==> config.mk <==
export PLATFORM = sky130hd
export DESIGN_NAME = score4_pixel_renderer
export DESIGN_NICKNAME = d
export VERILOG_FILES = /design/src/rtl/score4_pkg.sv /design/src/rtl/score4_blink_timer.sv /design/src/rtl/score4_pixel_renderer.sv
export SDC_FILE = /design/constraint.sdc
export NUM_CORES = 1
export LEC_CHECK = 0
export CAP_MARGIN = 40
export CORE_MARGIN = 2
export CORE_UTILIZATION = 40
export DETAILED_ROUTE_END_ITERATION = 16
export GPL_TIMING_DRIVEN = 1
export PLACE_DENSITY = 0.83
export SYNTH_ARGS = -nofsm -noshare
export SYNTH_HDL_FRONTEND = slang
export SYNTH_SLANG_ARGS = --single-unit
==> constraint.sdc <==
create_clock -name clk -period 2.2 [get_ports clk]
set_input_delay 0.66 -clock clk [delete_from_list [all_inputs] [get_ports clk]]
set_output_delay 0.66 -clock clk [all_outputs]
set_load 0.01 [all_outputs]
==> src/rtl/score4_pkg.sv <==
// Shared types, colour constants and default geometry for the score-4 VGA renderer.
package score4_pkg;

  // Default board geometry and display timing
  localparam int DEF_ROWS         = 6;
  localparam int DEF_COLS         = 7;
  localparam int DEF_CELL_W       = 40;
  localparam int DEF_CELL_H       = 40;
  localparam int DEF_H_GAP        = 45;
  localparam int DEF_V_GAP        = 25;
  localparam int DEF_H_ACTIVE     = 640;
  localparam int DEF_V_ACTIVE     = 480;
  localparam int DEF_BLINK_FRAMES = 30;
  localparam int DEF_CW           = 4;

  // Two-bit cell occupancy code; 2'b11 is reserved and renders black
  typedef enum logic [1:0] {
    EMPTY = 2'b00,
    P0    = 2'b01,
    P1    = 2'b10
  } cell_t;

  typedef struct packed {
    logic [DEF_CW-1:0] r;
    logic [DEF_CW-1:0] g;
    logic [DEF_CW-1:0] b;
  } rgb_t;

  localparam rgb_t RED   = '{r: '1,            g: '0,            b: '0};
  localparam rgb_t GREEN = '{r: '0,            g: '1,            b: '0};
  localparam rgb_t WHITE = '{r: '1,            g: '1,            b: '1};
  localparam rgb_t GREY  = '{r: DEF_CW'(3),    g: DEF_CW'(3),    b: DEF_CW'(3)};
  localparam rgb_t BLACK = '{r: '0,            g: '0,            b: '0};

  // Leading edge of the i-th cell along one axis: a margin, then i (gap + cell) pitches
  function automatic int cell_lo(input int gap, input int size, input int i);
    return gap + i * (gap + size);
  endfunction

endpackage

==> src/rtl/score4_blink_timer.sv <==
// Frame-counting blink timer: toggles blink_phase every BLINK_FRAMES frame ticks
// while enabled, and holds counter and phase at zero while disabled.
module score4_blink_timer #(
  parameter int BLINK_FRAMES = 30
) (
  input  logic clk,
  input  logic rst,
  input  logic frame_tick,
  input  logic enable,
  output logic blink_phase
);

  localparam int CNT_W = (BLINK_FRAMES > 1) ? $clog2(BLINK_FRAMES) : 1;
  localparam logic [CNT_W-1:0] LAST = CNT_W'(BLINK_FRAMES - 1);

  logic [CNT_W-1:0] count;

  // Count frame ticks; wrap at LAST and flip the phase, cleared while disabled
  always_ff @(posedge clk or negedge rst) begin
    // NOTE: state registers use non-blocking (<=) so every flop samples pre-edge values.
    if (!rst) begin
      count       <= '0;
      blink_phase <= 1'b0;
    end else if (!enable) begin
      count       <= '0;
      blink_phase <= 1'b0;
    end else if (frame_tick) begin
      if (count == LAST) begin
        count       <= '0;
        blink_phase <= ~blink_phase;
      end else begin
        count <= count + 1'b1;
      end
    end
  end

endmodule

==> src/rtl/score4_pixel_renderer.sv <==
// Score-4 board pixel renderer: stage 1 classifies the h/v position into a cell or
// cursor slot, stage 2 picks the colour from the current game state.
module score4_pixel_renderer
  import score4_pkg::*;
#(
  parameter int ROWS         = DEF_ROWS,
  parameter int COLS         = DEF_COLS,
  parameter int CELL_W       = DEF_CELL_W,
  parameter int CELL_H       = DEF_CELL_H,
  parameter int H_GAP        = DEF_H_GAP,
  parameter int V_GAP        = DEF_V_GAP,
  parameter int H_ACTIVE     = DEF_H_ACTIVE,
  parameter int V_ACTIVE     = DEF_V_ACTIVE,
  parameter int BLINK_FRAMES = DEF_BLINK_FRAMES,
  parameter int CW           = DEF_CW
) (
  input  logic                     clk,
  input  logic                     rst,
  input  logic [9:0]               h_counter,
  input  logic [9:0]               v_counter,
  input  logic [2*ROWS*COLS-1:0]   panel,
  input  logic [COLS-1:0]          play,
  input  logic                     turn,
  input  logic [ROWS*COLS-1:0]     win_mask,
  input  logic                     game_over,
  output logic [CW-1:0]            red,
  output logic [CW-1:0]            green,
  output logic [CW-1:0]            blue
);

  localparam int IDX_W = (ROWS * COLS > 1) ? $clog2(ROWS * COLS) : 1;
  localparam int COL_W = (COLS > 1) ? $clog2(COLS) : 1;

  // Channel width follows CW here, so colours are built locally rather than from rgb_t
  typedef struct packed {
    logic [CW-1:0] r;
    logic [CW-1:0] g;
    logic [CW-1:0] b;
  } pix_t;

  localparam pix_t C_RED   = '{r: '1,       g: '0,       b: '0};
  localparam pix_t C_GREEN = '{r: '0,       g: '1,       b: '0};
  localparam pix_t C_WHITE = '{r: '1,       g: '1,       b: '1};
  localparam pix_t C_GREY  = '{r: CW'(3),   g: CW'(3),   b: CW'(3)};
  localparam pix_t C_BLACK = '{r: '0,       g: '0,       b: '0};

  // Cursor band sits one full pitch below the bottom display line, lower half of a cell
  localparam int CUR_TOP = cell_lo(V_GAP, CELL_H, ROWS) + CELL_H / 2;
  localparam int CUR_BOT = cell_lo(V_GAP, CELL_H, ROWS) + CELL_H;

  int h_pos;
  int v_pos;
  assign h_pos = int'(h_counter);
  assign v_pos = int'(v_counter);

  logic frame_tick;
  logic blink_phase;
  assign frame_tick = (h_counter == 10'd0) && (v_pos == V_ACTIVE);

  score4_blink_timer #(
    .BLINK_FRAMES(BLINK_FRAMES)
  ) u_blink (
    .clk        (clk),
    .rst        (rst),
    .frame_tick (frame_tick),
    .enable     (game_over),
    .blink_phase(blink_phase)
  );

  // Stage-1 next values
  logic             active_d;
  logic             hit_cell_d;
  logic [IDX_W-1:0] idx_d;
  logic             hit_cursor_d;
  logic [COL_W-1:0] col_d;

  // Stage-1 registers
  logic             s1_active;
  logic             s1_hit_cell;
  logic [IDX_W-1:0] s1_idx;
  logic             s1_hit_cursor;
  logic [COL_W-1:0] s1_col;

  pix_t pix_d;
  pix_t pix_q;

  // Classify the pixel position: visible area, board cell, or cursor slot
  always_comb begin
    // NOTE: every output gets a default before any branch, so no latch is inferred.
    active_d     = (h_pos < H_ACTIVE) && (v_pos < V_ACTIVE);
    hit_cell_d   = 1'b0;
    idx_d        = '0;
    hit_cursor_d = 1'b0;
    col_d        = '0;
    for (int x = 0; x < COLS; x++) begin
      if (h_pos >= cell_lo(H_GAP, CELL_W, x) && h_pos <= cell_lo(H_GAP, CELL_W, x) + CELL_W) begin
        // Screen slot x is board column COLS-1-x
        for (int y = 0; y < ROWS; y++) begin
          if (v_pos >= cell_lo(V_GAP, CELL_H, y) && v_pos <= cell_lo(V_GAP, CELL_H, y) + CELL_H) begin
            hit_cell_d = 1'b1;
            idx_d      = IDX_W'((ROWS - 1 - y) * COLS + (COLS - 1 - x));
          end
        end
        if (v_pos >= CUR_TOP && v_pos <= CUR_BOT) begin
          hit_cursor_d = 1'b1;
          col_d        = COL_W'(COLS - 1 - x);
        end
      end
    end
  end

  // Stage-1 register: capture the geometric classification
  always_ff @(posedge clk or negedge rst) begin
    if (!rst) begin
      s1_active     <= 1'b0;
      s1_hit_cell   <= 1'b0;
      s1_idx        <= '0;
      s1_hit_cursor <= 1'b0;
      s1_col        <= '0;
    end else begin
      s1_active     <= active_d;
      s1_hit_cell   <= hit_cell_d;
      s1_idx        <= idx_d;
      s1_hit_cursor <= hit_cursor_d;
      s1_col        <= col_d;
    end
  end

  // Pick the colour from live game state; earlier branches take priority
  always_comb begin
    pix_d = C_BLACK;
    if (!s1_active) begin
      pix_d = C_BLACK;
    end else if (s1_hit_cursor && play[s1_col] && !game_over) begin
      pix_d = turn ? C_GREEN : C_RED;
    end else if (s1_hit_cell && game_over && win_mask[s1_idx] && blink_phase) begin
      pix_d = C_WHITE;
    end else if (s1_hit_cell) begin
      case (cell_t'(panel[2*s1_idx +: 2]))
        P0:      pix_d = C_RED;
        P1:      pix_d = C_GREEN;
        EMPTY:   pix_d = C_GREY;
        default: pix_d = C_BLACK;
      endcase
    end
  end

  // Stage-2 register: drive the DAC pins
  always_ff @(posedge clk or negedge rst) begin
    if (!rst) begin
      pix_q <= C_BLACK;
    end else begin
      pix_q <= pix_d;
    end
  end

  assign red   = pix_q.r;
  assign green = pix_q.g;
  assign blue  = pix_q.b;

endmodule

### Yosys cells after proc, flatten, opt, wreduce, memory -nomap -nowiden

Cells that the tools add are included.

| storage, ports and cells | value |
|---|---|
| flip-flop bits (word level) | 30 |
| bits of input ports | 157 |
| output and inout port bits | 12 |
| word-level logic and storage cells | 218 |

| operators by class | value |
|---|---|
| add/subtract/negate cells | 1 |
| $lt $le $gt $ge | 32 |
| eq/ne operators | 6 |
| shifts and indexed selects | 1 |
| multiplexer cells | 142 |
| bitwise operators | 1 |
| reduce and logical (&&, ||, !) cells | 25 |

Operators with widths:

| cell | number |
|---|---|
| $mux W6 | 49 |
| $shiftx A84 B8 Y2 | 1 |
| $le A10 B9 Y1 const B | 7 |
| $mux W1 | 68 |
| $ge A10 B9 Y1 const B | 6 |
| $mux W12 | 5 |
| $mux W3 | 14 |
| $ge A10 B8 Y1 const B | 4 |
| $le A10 B8 Y1 const B | 4 |
| $pmux W12 S3 | 1 |
| $logic_and A1 B1 Y1 | 21 |
| $le A10 B7 Y1 const B | 2 |
| $mux W5 | 3 |
| $eq A10 B10 Y1 const B | 1 |
| $ge A10 B10 Y1 const B | 1 |
| $ge A10 B5 Y1 const B | 1 |
| $ge A10 B6 Y1 const B | 1 |
| $ge A10 B7 Y1 const B | 1 |
| $le A10 B10 Y1 const B | 1 |
| $logic_not A10 Y1 | 1 |
| $lt A10 B10 Y1 const B | 1 |
| $lt A10 B9 Y1 const B | 1 |
| $lt A6 B7 Y1 const B | 1 |
| $bmux W1 S6 | 1 |
| other kinds (11) | 12 |

### Logic depth before layout (Yosys ltp)

Gate-level depths: netlist of run 1.

| depth | value |
|---|---|
| depth after elaboration | 51 |
| gate-level depth with buffers | 9 |
| mapped depth without buffers | 7 |

### Modules after synthesis

A second synthesis of run 1 with hierarchy kept.

| unflattened totals | value |
|---|---|
| cell total of the unflattened synthesis | 337 |
| area total of the unflattened synthesis | 3090.5 um2 |

Modules (own cells, without submodules):

| module | instances | cells an instance | area each (um2) | sequential area each (um2) |
|---|---|---|---|---|
| score4_pixel_renderer | 1 | 303 | 2762.6 | 450.4 |
| score4_blink_timer | 1 | 34 | 327.8 | 150.1 |

### Least setup slack after synthesis of run 1

Ideal clock, no wire load.

| timing | value |
|---|---|
| path kind | input -> register |
| from | input v_counter[2] |
| to | register s1_idx[1] |
| arrival | 2179 ps |
| slack | -111 ps |
| stages on the path | 7 |
| buffers on the path | 1 |
| cells stage by stage | buf_2 or2_1 a31oi_1 o21ai_1 or2_1 o31a_1 or3_1 |

| between the ends | value |
|---|---|
| word-level cells in the longest chain between the ends | 50 |
| elaborated cells between the ends (all ways) | 66 |

RTL lines:

| element | RTL line | source |
|---|---|---|
| from (decl) | score4_pixel_renderer.sv:20 | `input logic [9:0] v_counter,` |
| $ge A10 B7 Y1 / $le A10 B8 Y1 (equally long branches) | score4_pixel_renderer.sv:99 | `if (v_pos >= cell_lo(V_GAP, CELL_H, y) && v_pos <= cell_lo(V_GAP, CELL_H, y) + CELL_H) begin` |
| $logic_and A1 B1 Y1 | score4_pixel_renderer.sv:99 |  |
| $mux W6 (5 in a row) | score4_pixel_renderer.sv:99 |  |
| $mux W6 | score4_pixel_renderer.sv:96 | `if (h_pos >= cell_lo(H_GAP, CELL_W, x) && h_pos <= cell_lo(H_GAP, CELL_W, x) + CELL_W) begin` |
| $mux W6 (6 in a row) | score4_pixel_renderer.sv:99 |  |
| $mux W6 | score4_pixel_renderer.sv:96 |  |
| $mux W6 (6 in a row) | score4_pixel_renderer.sv:99 |  |
| $mux W6 | score4_pixel_renderer.sv:96 |  |
| $mux W6 (6 in a row) | score4_pixel_renderer.sv:99 |  |
| $mux W6 | score4_pixel_renderer.sv:96 |  |
| $mux W6 (6 in a row) | score4_pixel_renderer.sv:99 |  |
| $mux W6 | score4_pixel_renderer.sv:96 |  |
| $mux W6 (6 in a row) | score4_pixel_renderer.sv:99 |  |
| $mux W6 | score4_pixel_renderer.sv:96 |  |
| $mux W6 (6 in a row) | score4_pixel_renderer.sv:99 |  |
| $mux W6 (*) | score4_pixel_renderer.sv:96 |  |
| net idx_d[1] | score4_pixel_renderer.sv:73 | `logic [IDX_W-1:0] idx_d;` |
| to (signal assigned) | score4_pixel_renderer.sv:123 | `s1_idx <= idx_d;` |
| to (decl) | score4_pixel_renderer.sv:80 | `logic [IDX_W-1:0] s1_idx;` |

Mark *: on every way through the listed nets, which the timed path passes. The rest lies on a longest branch.
A chain may end at the register's enable or synchronous reset.

==> results.toml, run 1 <==
[status]
outcome = "complete, but fails checks"
violations = "negative setup slack"

[clock_tree]
postCtsHoldBufs = 0
clockBufferDepth = 2
htreeDepth = 1
cts-buffers-inserted = 3
worstSkewPairLatency_ns = 0.27
tritoncts = "done"
cts-root-buf = "clkbuf_8"
cts_sinks = 24
clk_pin_slew_ns = 0.08

[die]
row_count = 31
ioPinCount = 169
start_util = 0.419
die_w_um = 91.6
fp.dieH_um = 91.6
core_um2 = 7330
die-area_um2 = 8390

[timing]
fmaxAchievable_mhz = 444
fin_ws_ns = -0.0502
fin_hold_ws_ns = 0.569
skew_ns = 0.00249
drv_slew = 0
setup_viol = 5
slew-limit-headroom = 0.662
fin_crit_sh = 1.02
grt_setup_unrepaired = "true"
worst_slew_pin_slew_ns = 0.507
layout_min_cycle_time_ns = 2.25
finalHoldViolCount = 0

[setup_path]
startpoint_type = "input port"
ff2ff_setup_slack_ns = -0.02
reg2regPathDepth = 8
critPathMaxFanout = 4
worstPathRequired_ns = 2.36
crit_arrival_ns = 2.41
endpoint_kind = "flop"
crit_type = "input port to flop"

[drt]
via_count = 3916
antenna_left = 0
dr.pass1.iters = 5
wl_met3_um = 803
wl_mm = 12.8
post_drt_wl_per_cell_um = 19.7
wl_met2_mm = 6.64
drtIter0Drc = 266
wl_met1_mm = 4.90
drc = 0
via_per_inst = 6.04
top_layer = "met4"

[finish]
final_cells = 648
antennaDiodeCount = 0
fin_area_um2 = 5520
area_delta_synth_final_pct = 79.9
final_core_util = 0.754
layout-drive-gt1-share = 0.310
fin_nets = 709

[yosys]
yosysUniqueCellTypes = 71
yosys.cell_count.top_type = "nor2_1"
synth_ff_type = "dfrtp_1"
avgSynthCellArea_um2 = 9.11
synth_top_area_share = 0.196
synthCells = 337
yosysTopAreaCell = "dfrtp_1"
synth-async-reset-ratio = 1.00
synth.net_count = 496
synth_common_cells = "31 x nor2_1, 29 x nand2_1, 24 x dfrtp_1, 19 x o21ai_0, 17 x mux4_2"
synth_warnings = 0
ys_top_cells_by_area = "dfrtp_1 20%, mux4_2 12%, mux4_1 11%, mux2i_1 4.6%, nor2_1 3.8%"
synth-seq-area-share = 0.196
netlist_area_um2 = 3070
synth_edf_count = 0
ys_ff_latch = 24

[placement]
gp_congestion = 0.958
dpl_cell_area_um2 = 5210
place_inst = 636
hpwl_mm = 9.63
io_buffers = 168

[global_routing]
grt_max_degree = 25
track_usage = 0.285
grt-ovfl-total = 0
antenna_found_initial = 0
grt_pass1_vias = 3891
grt_pass1_wl_mm = 19.4

[worst_hold_path]
hold_class = "flop to flop"
holdPathStages = 2

[power]
power_mw = 1.44
powerDensity_nw_per_um2 = 261
ir_drop_uv = 164
p_leak_nw = 2.29

[job]
max-cap-violations = 0
-- where the power goes --
group	total, mW	internal (mW)	switching [mW]
clock network	0.298	0.160	0.139
registers	0.458	0.447	0.0113
logic	0.687	0.416	0.270
-- placed cells by master, fill, tap and decap left out, types with 10 or more instances in the layout --
cell type,netlist,layout
buf_4,8,61
inv_1,10,10
o21ai_0,19,15
mux4_2,17,28
mux2i_1,14,14
nand2_1,29,28
nand3_1,12,11
nor2_1,31,29
dlygate4sd2_1,0,55
dfrtp_1,24,23
clkdlybuf4s50_1,0,93
-- final cells by class --
class	count	area (um2)
inverters	11	41.3
multi-input cells	273	2520
well taps	99	124
flip-flops and latches	24	602
repair buffers	237	2180
clock buffers	4	55.1
fillers	530	1810
-- state kept, by name (all words and copies together), names as in the netlist --
| signal | count |
|---|---|
| green | 2 |
| u_blink.count | 5 |
| s1_hit_cursor | 1 |
| s1_col | 3 |
| s1_hit_cell | 1 |
| u_blink.blink_phase | 1 |
| blue | 2 |
| s1_idx | 6 |
| s1_active | 1 |
| red | 2 |
-- final timing paths --
| check | start | end |
|---|---|---|
| max reg2reg | s1_idx[0]$_DFF_PN0_ | red[2]$_DFF_PN0_ |
| max in group asynchronous | rst | s1_idx[0]$_DFF_PN0_ |
| min in group asynchronous | rst | blue[1]$_DFF_PN0_ |
| min reg2reg | u_blink.count[4]$_DFFE_PN0P_ | u_blink.count[4]$_DFFE_PN0P_ |
| max | win_mask[1] | red[2]$_DFF_PN0_ |
| min | u_blink.count[4]$_DFFE_PN0P_ | u_blink.count[4]$_DFFE_PN0P_ |
-- per-stage QoR --
stage | setup TNS [ns] | setup WS (ns)
floorplan | -0.0814 | -0.0682
global placement | -10.15 | -0.618
detailed placement | -10.78 | -0.620
CTS | 0 | 0.00193
global route | -0.260 | -0.0433
finish | -0.103 | -0.0502
-- metal layers --
layer | track usage | vias to the layer above
li1 | - | 1749
met1 | 0.350 | 1891
met2 | 0.517 | 224
met3 | 0.0353 | 52
met4 | 0.0922 | 0
met5 | 0 | -
-- critical path, stage by stage --
cell and delay (ns):
clkdlybuf4s50_1 0.40, mux4_2 0.47, mux2i_1 0.21, nand2_1 0.10, a31oi_2 0.25, and2_4 0.22, o22ai_2 0.09
-- cells by family (layout without fill, tap and decap cells) --
group,count (synthesis),after routing,share of synthesized area
buffers and inverters,40,252,0.0717
XOR/XNOR,1,1,0.00285
adder cells (fa/ha/maj),2,2,0.00815
AO/OA/AOI/OAI,86,86,0.195
flip-flops,24,24,0.196
multiplexers,46,46,0.289
AND/OR/NAND/NOR,138,138,0.238
-- timing repair --
| item | CTS | global route |
|---|---|---|
| resized for setup | 114 | 60 |
| endpoints found under the setup margin | 22 | 17 |
| cloned | 1 | 0 |
| pin swaps | 23 | 20 |
| buffers inserted | 5 | 2 |
(Power assumes the default switching activity.)
==> run 2, diff against run 1 <==
--- a/config.mk
+++ b/config.mk
@@ -8,9 +8,11 @@
 export CAP_MARGIN = 40
 export CORE_MARGIN = 2
 export CORE_UTILIZATION = 40
+export CTS_CLUSTER_SIZE = 10
 export DETAILED_ROUTE_END_ITERATION = 16
 export GPL_TIMING_DRIVEN = 1
-export PLACE_DENSITY = 0.83
+export PLACE_DENSITY = 0.82
 export SYNTH_ARGS = -nofsm -noshare
 export SYNTH_HDL_FRONTEND = slang
+export SYNTH_HIERARCHICAL = 1
 export SYNTH_SLANG_ARGS = --single-unit
==> results.toml, run 2 <==
[timing]
fmaxAchievable_mhz = 424
layout_min_cycle_time_ns = 2.36
finalHoldViolCount = 0
skew_ns = 0.00238
worst_slew_pin_slew_ns = 0.679
slew-limit-headroom = 0.542
fin_crit_sh = 1.07
fin_hold_ws_ns = 0.596
grt_setup_unrepaired = "true"
fin_ws_ns = -0.156
drv_slew = 0
setup_viol = 6

[clock_tree]
htreeDepth = 1
worstSkewPairLatency_ns = 0.26
cts_sinks = 24
cts-buffers-inserted = 3
tritoncts = "done"
cts-root-buf = "clkbuf_8"
clk_pin_slew_ns = 0.08
clockBufferDepth = 2

[yosys]
ys_ff_latch = 24
synth_ff_type = "dfrtp_1"
netlist_area_um2 = 3090
yosys.cell_count.top_type = "mux4_2"
synth_edf_count = 0
synth-seq-area-share = 0.194
ys_top_cells_by_area = "dfrtp_1 19%, mux4_2 18%, mux4_1 4.3%, a21oi_1 3.9%, mux2i_1 3.9%"
synth-async-reset-ratio = 1.00
yosysTopAreaCell = "dfrtp_1"
synth.net_count = 496
synth_warnings = 6
synth_top_area_share = 0.194
synthCells = 337
synth_common_cells = "25 x mux4_2, 24 x a21oi_1, 24 x dfrtp_1, 24 x nand2_1"
yosysUniqueCellTypes = 68
avgSynthCellArea_um2 = 9.17

[worst_hold_path]
holdPathStages = 2
hold_class = "flop to flop"

[setup_path]
endpoint_kind = "flop"
crit_arrival_ns = 2.51
startpoint_type = "input port"
critPathMaxFanout = 3
worstPathRequired_ns = 2.36
crit_type = "input port to flop"
reg2regPathDepth = 7

[placement]
place_inst = 647
hpwl_mm = 9.22
gp_congestion = 0.965
pre_cts_ws_ns = -0.645
io_buffers = 168

[finish]
area_delta_synth_final_pct = 85.8
final_cells = 665
reg_top3 = "s1_idx (6), u_blink/count (5), s1_col (3)"
regMostFlops = "s1_idx"
antennaDiodeCount = 0
layout-drive-gt1-share = 0.350
final_cell_mix = "128 x clkdlybuf4s50_1, 76 x buf_4, 29 x mux4_2"
largest_reg_flops = 6
layout_commonest_cell = "clkdlybuf4s50_1"
fin_nets = 723

[status]
violations = "negative setup slack"
outcome = "complete, but fails checks"

[power]
power_mw = 1.60
combPwrFrac = 0.478
powerDensity_nw_per_um2 = 279
switching_share = 0.271
p_switching_mw = 0.434
internal-power_mw = 1.17
pwr-share-clk = 0.236
seqPwrFrac = 0.286
ir_drop_uv = 264
p_leak_nw = 2.41

[die]
row_count = 32
core_um2 = 7610
die-area_um2 = 8450
fp.dieH_um = 91.9
start_util = 0.406
ioPinCount = 169
die_w_um = 91.9

[drt]
wl_mm = 12.7
drtIter0Drc = 257
via_count = 4016
post_drt_wl_per_cell_um = 19.1
dr.pass1.iters = 5
antenna_left = 0
via_per_inst = 6.04
drc = 0

[job]
max-cap-violations = 0

[global_routing]
grt_pass1_vias = 4060
antenna_found_initial = 0
grt_max_degree = 29
grt-ovfl-total = 0
track_usage = 0.279
grt_pass1_wl_mm = 19.1
[run 2: changes by cell type in the layout (fill, tap and decap cells not counted), sizes merged, moves of 7 or more]
cell,change
dlygate4sd2,-44
clkdlybuf4s50,+35
buf,+32
nor2,-13
a21oi,+9
clkbuf,-7
or2,-7
[run 2: kinds of logic after synthesis]
kind of cell               after synthesis  share of synthesized area
AOI/OAI and AO/OA                       97                      0.223
adders and majority gates                2                    0.00810
buffers and inverters                   47                     0.0793
DFF                                     24                      0.194
muxes                                   47                      0.282
and+or+nand+nor                        120                      0.214
[run 2: critical path, stage by stage]
cell and delay (ns):
clkdlybuf4s50_1 0.41, mux4_2 0.48, mux2i_1 0.22, a311oi_2 0.18
a31oi_4 0.26, nor2_2 0.08, a41o_1 0.21
[run 2: per-layer routing]
metal | routed length [um] | vias to the layer above | track usage | share of wire
met5 | 0 | - | 0 | 0
met4 | 724 | 0 | 0.129 | 0.057
met3 | 973 | 54 | 0.0435 | 0.077
met2 | 6770 | 241 | 0.551 | 0.53
met1 | 4240 | 1917 | 0.283 | 0.33
li1 | - | 1804 | - | -
[run 2: layout make-up]
| cell class | count | area (um2) |
|---|---|---|
| Clock inverter | 1 | 30.0 |
| Sequential cell | 24 | 602 |
| Inverter | 13 | 48.8 |
| Timing Repair Buffer | 256 | 2340 |
| Tap cell | 102 | 128 |
| Fill cell | 498 | 1870 |
| Clock buffer | 3 | 41.3 |
| Multi-Input combinational cell | 266 | 2550 |
[run 2: final timing paths]
kind	from	endpoint	slack [ns]
min in group asynchronous	rst	u_blink/count[4]$_DFFE_PN0P_	0.74
min reg2reg	s1_hit_cell$_DFF_PN0_	green[1]$_DFF_PN0_	0.60
max reg2reg	s1_idx[0]$_DFF_PN0_	blue[1]$_DFF_PN0_	-0.12
min	s1_hit_cell$_DFF_PN0_	green[1]$_DFF_PN0_	0.60
max in group asynchronous	rst	s1_idx[0]$_DFF_PN0_	1.21
max	win_mask[27]	blue[1]$_DFF_PN0_	-0.16
[run 2: what timing repair did]
item / CTS / global route
gates resized for setup: 104 / 51
setup endpoints to repair: 23 / 18
cloned: 2 / 0
buffers inserted: 9 / 6
pin swaps: 33 / 29
hold buffers: 0 / 0
hold endpoints to repair: 0 / 0
[run 2: stage by stage]
stage	setup TNS (ns)	utilization	instance area (um2)
2_1_floorplan	-0.156	-	3170
3_3_place_gp	-11.30	0.699	5320
3_5_place_dp	-12.12	0.699	5320
4_1_cts	-0.391	0.734	5580
5_1_grt	-0.940	0.755	5740
6_report	-0.731	0.755	5740
[run 2: power by group through the flow]
stage | logic (mW) | clock network [mW] | registers, mW
after global placement | 0.689 | 0 | 0.466
after floorplan | 0.293 | 0 | 0.461
after CTS | 0.724 | 0.381 | 0.458
after detailed placement | 0.701 | 0 | 0.466
final | 0.766 | 0.377 | 0.458
after global routing | 0.815 | 0.403 | 0.460
==> run 3, diff against run 2 <==
--- a/config.mk
+++ b/config.mk
@@ -10,7 +10,6 @@
 export CORE_UTILIZATION = 40
 export CTS_CLUSTER_SIZE = 10
 export DETAILED_ROUTE_END_ITERATION = 16
-export GPL_TIMING_DRIVEN = 1
 export PLACE_DENSITY = 0.82
 export SYNTH_ARGS = -nofsm -noshare
 export SYNTH_HDL_FRONTEND = slang
==> results of run 3 <==
Same layout as run 2: the final DEF is identical, and so are final timing and power.
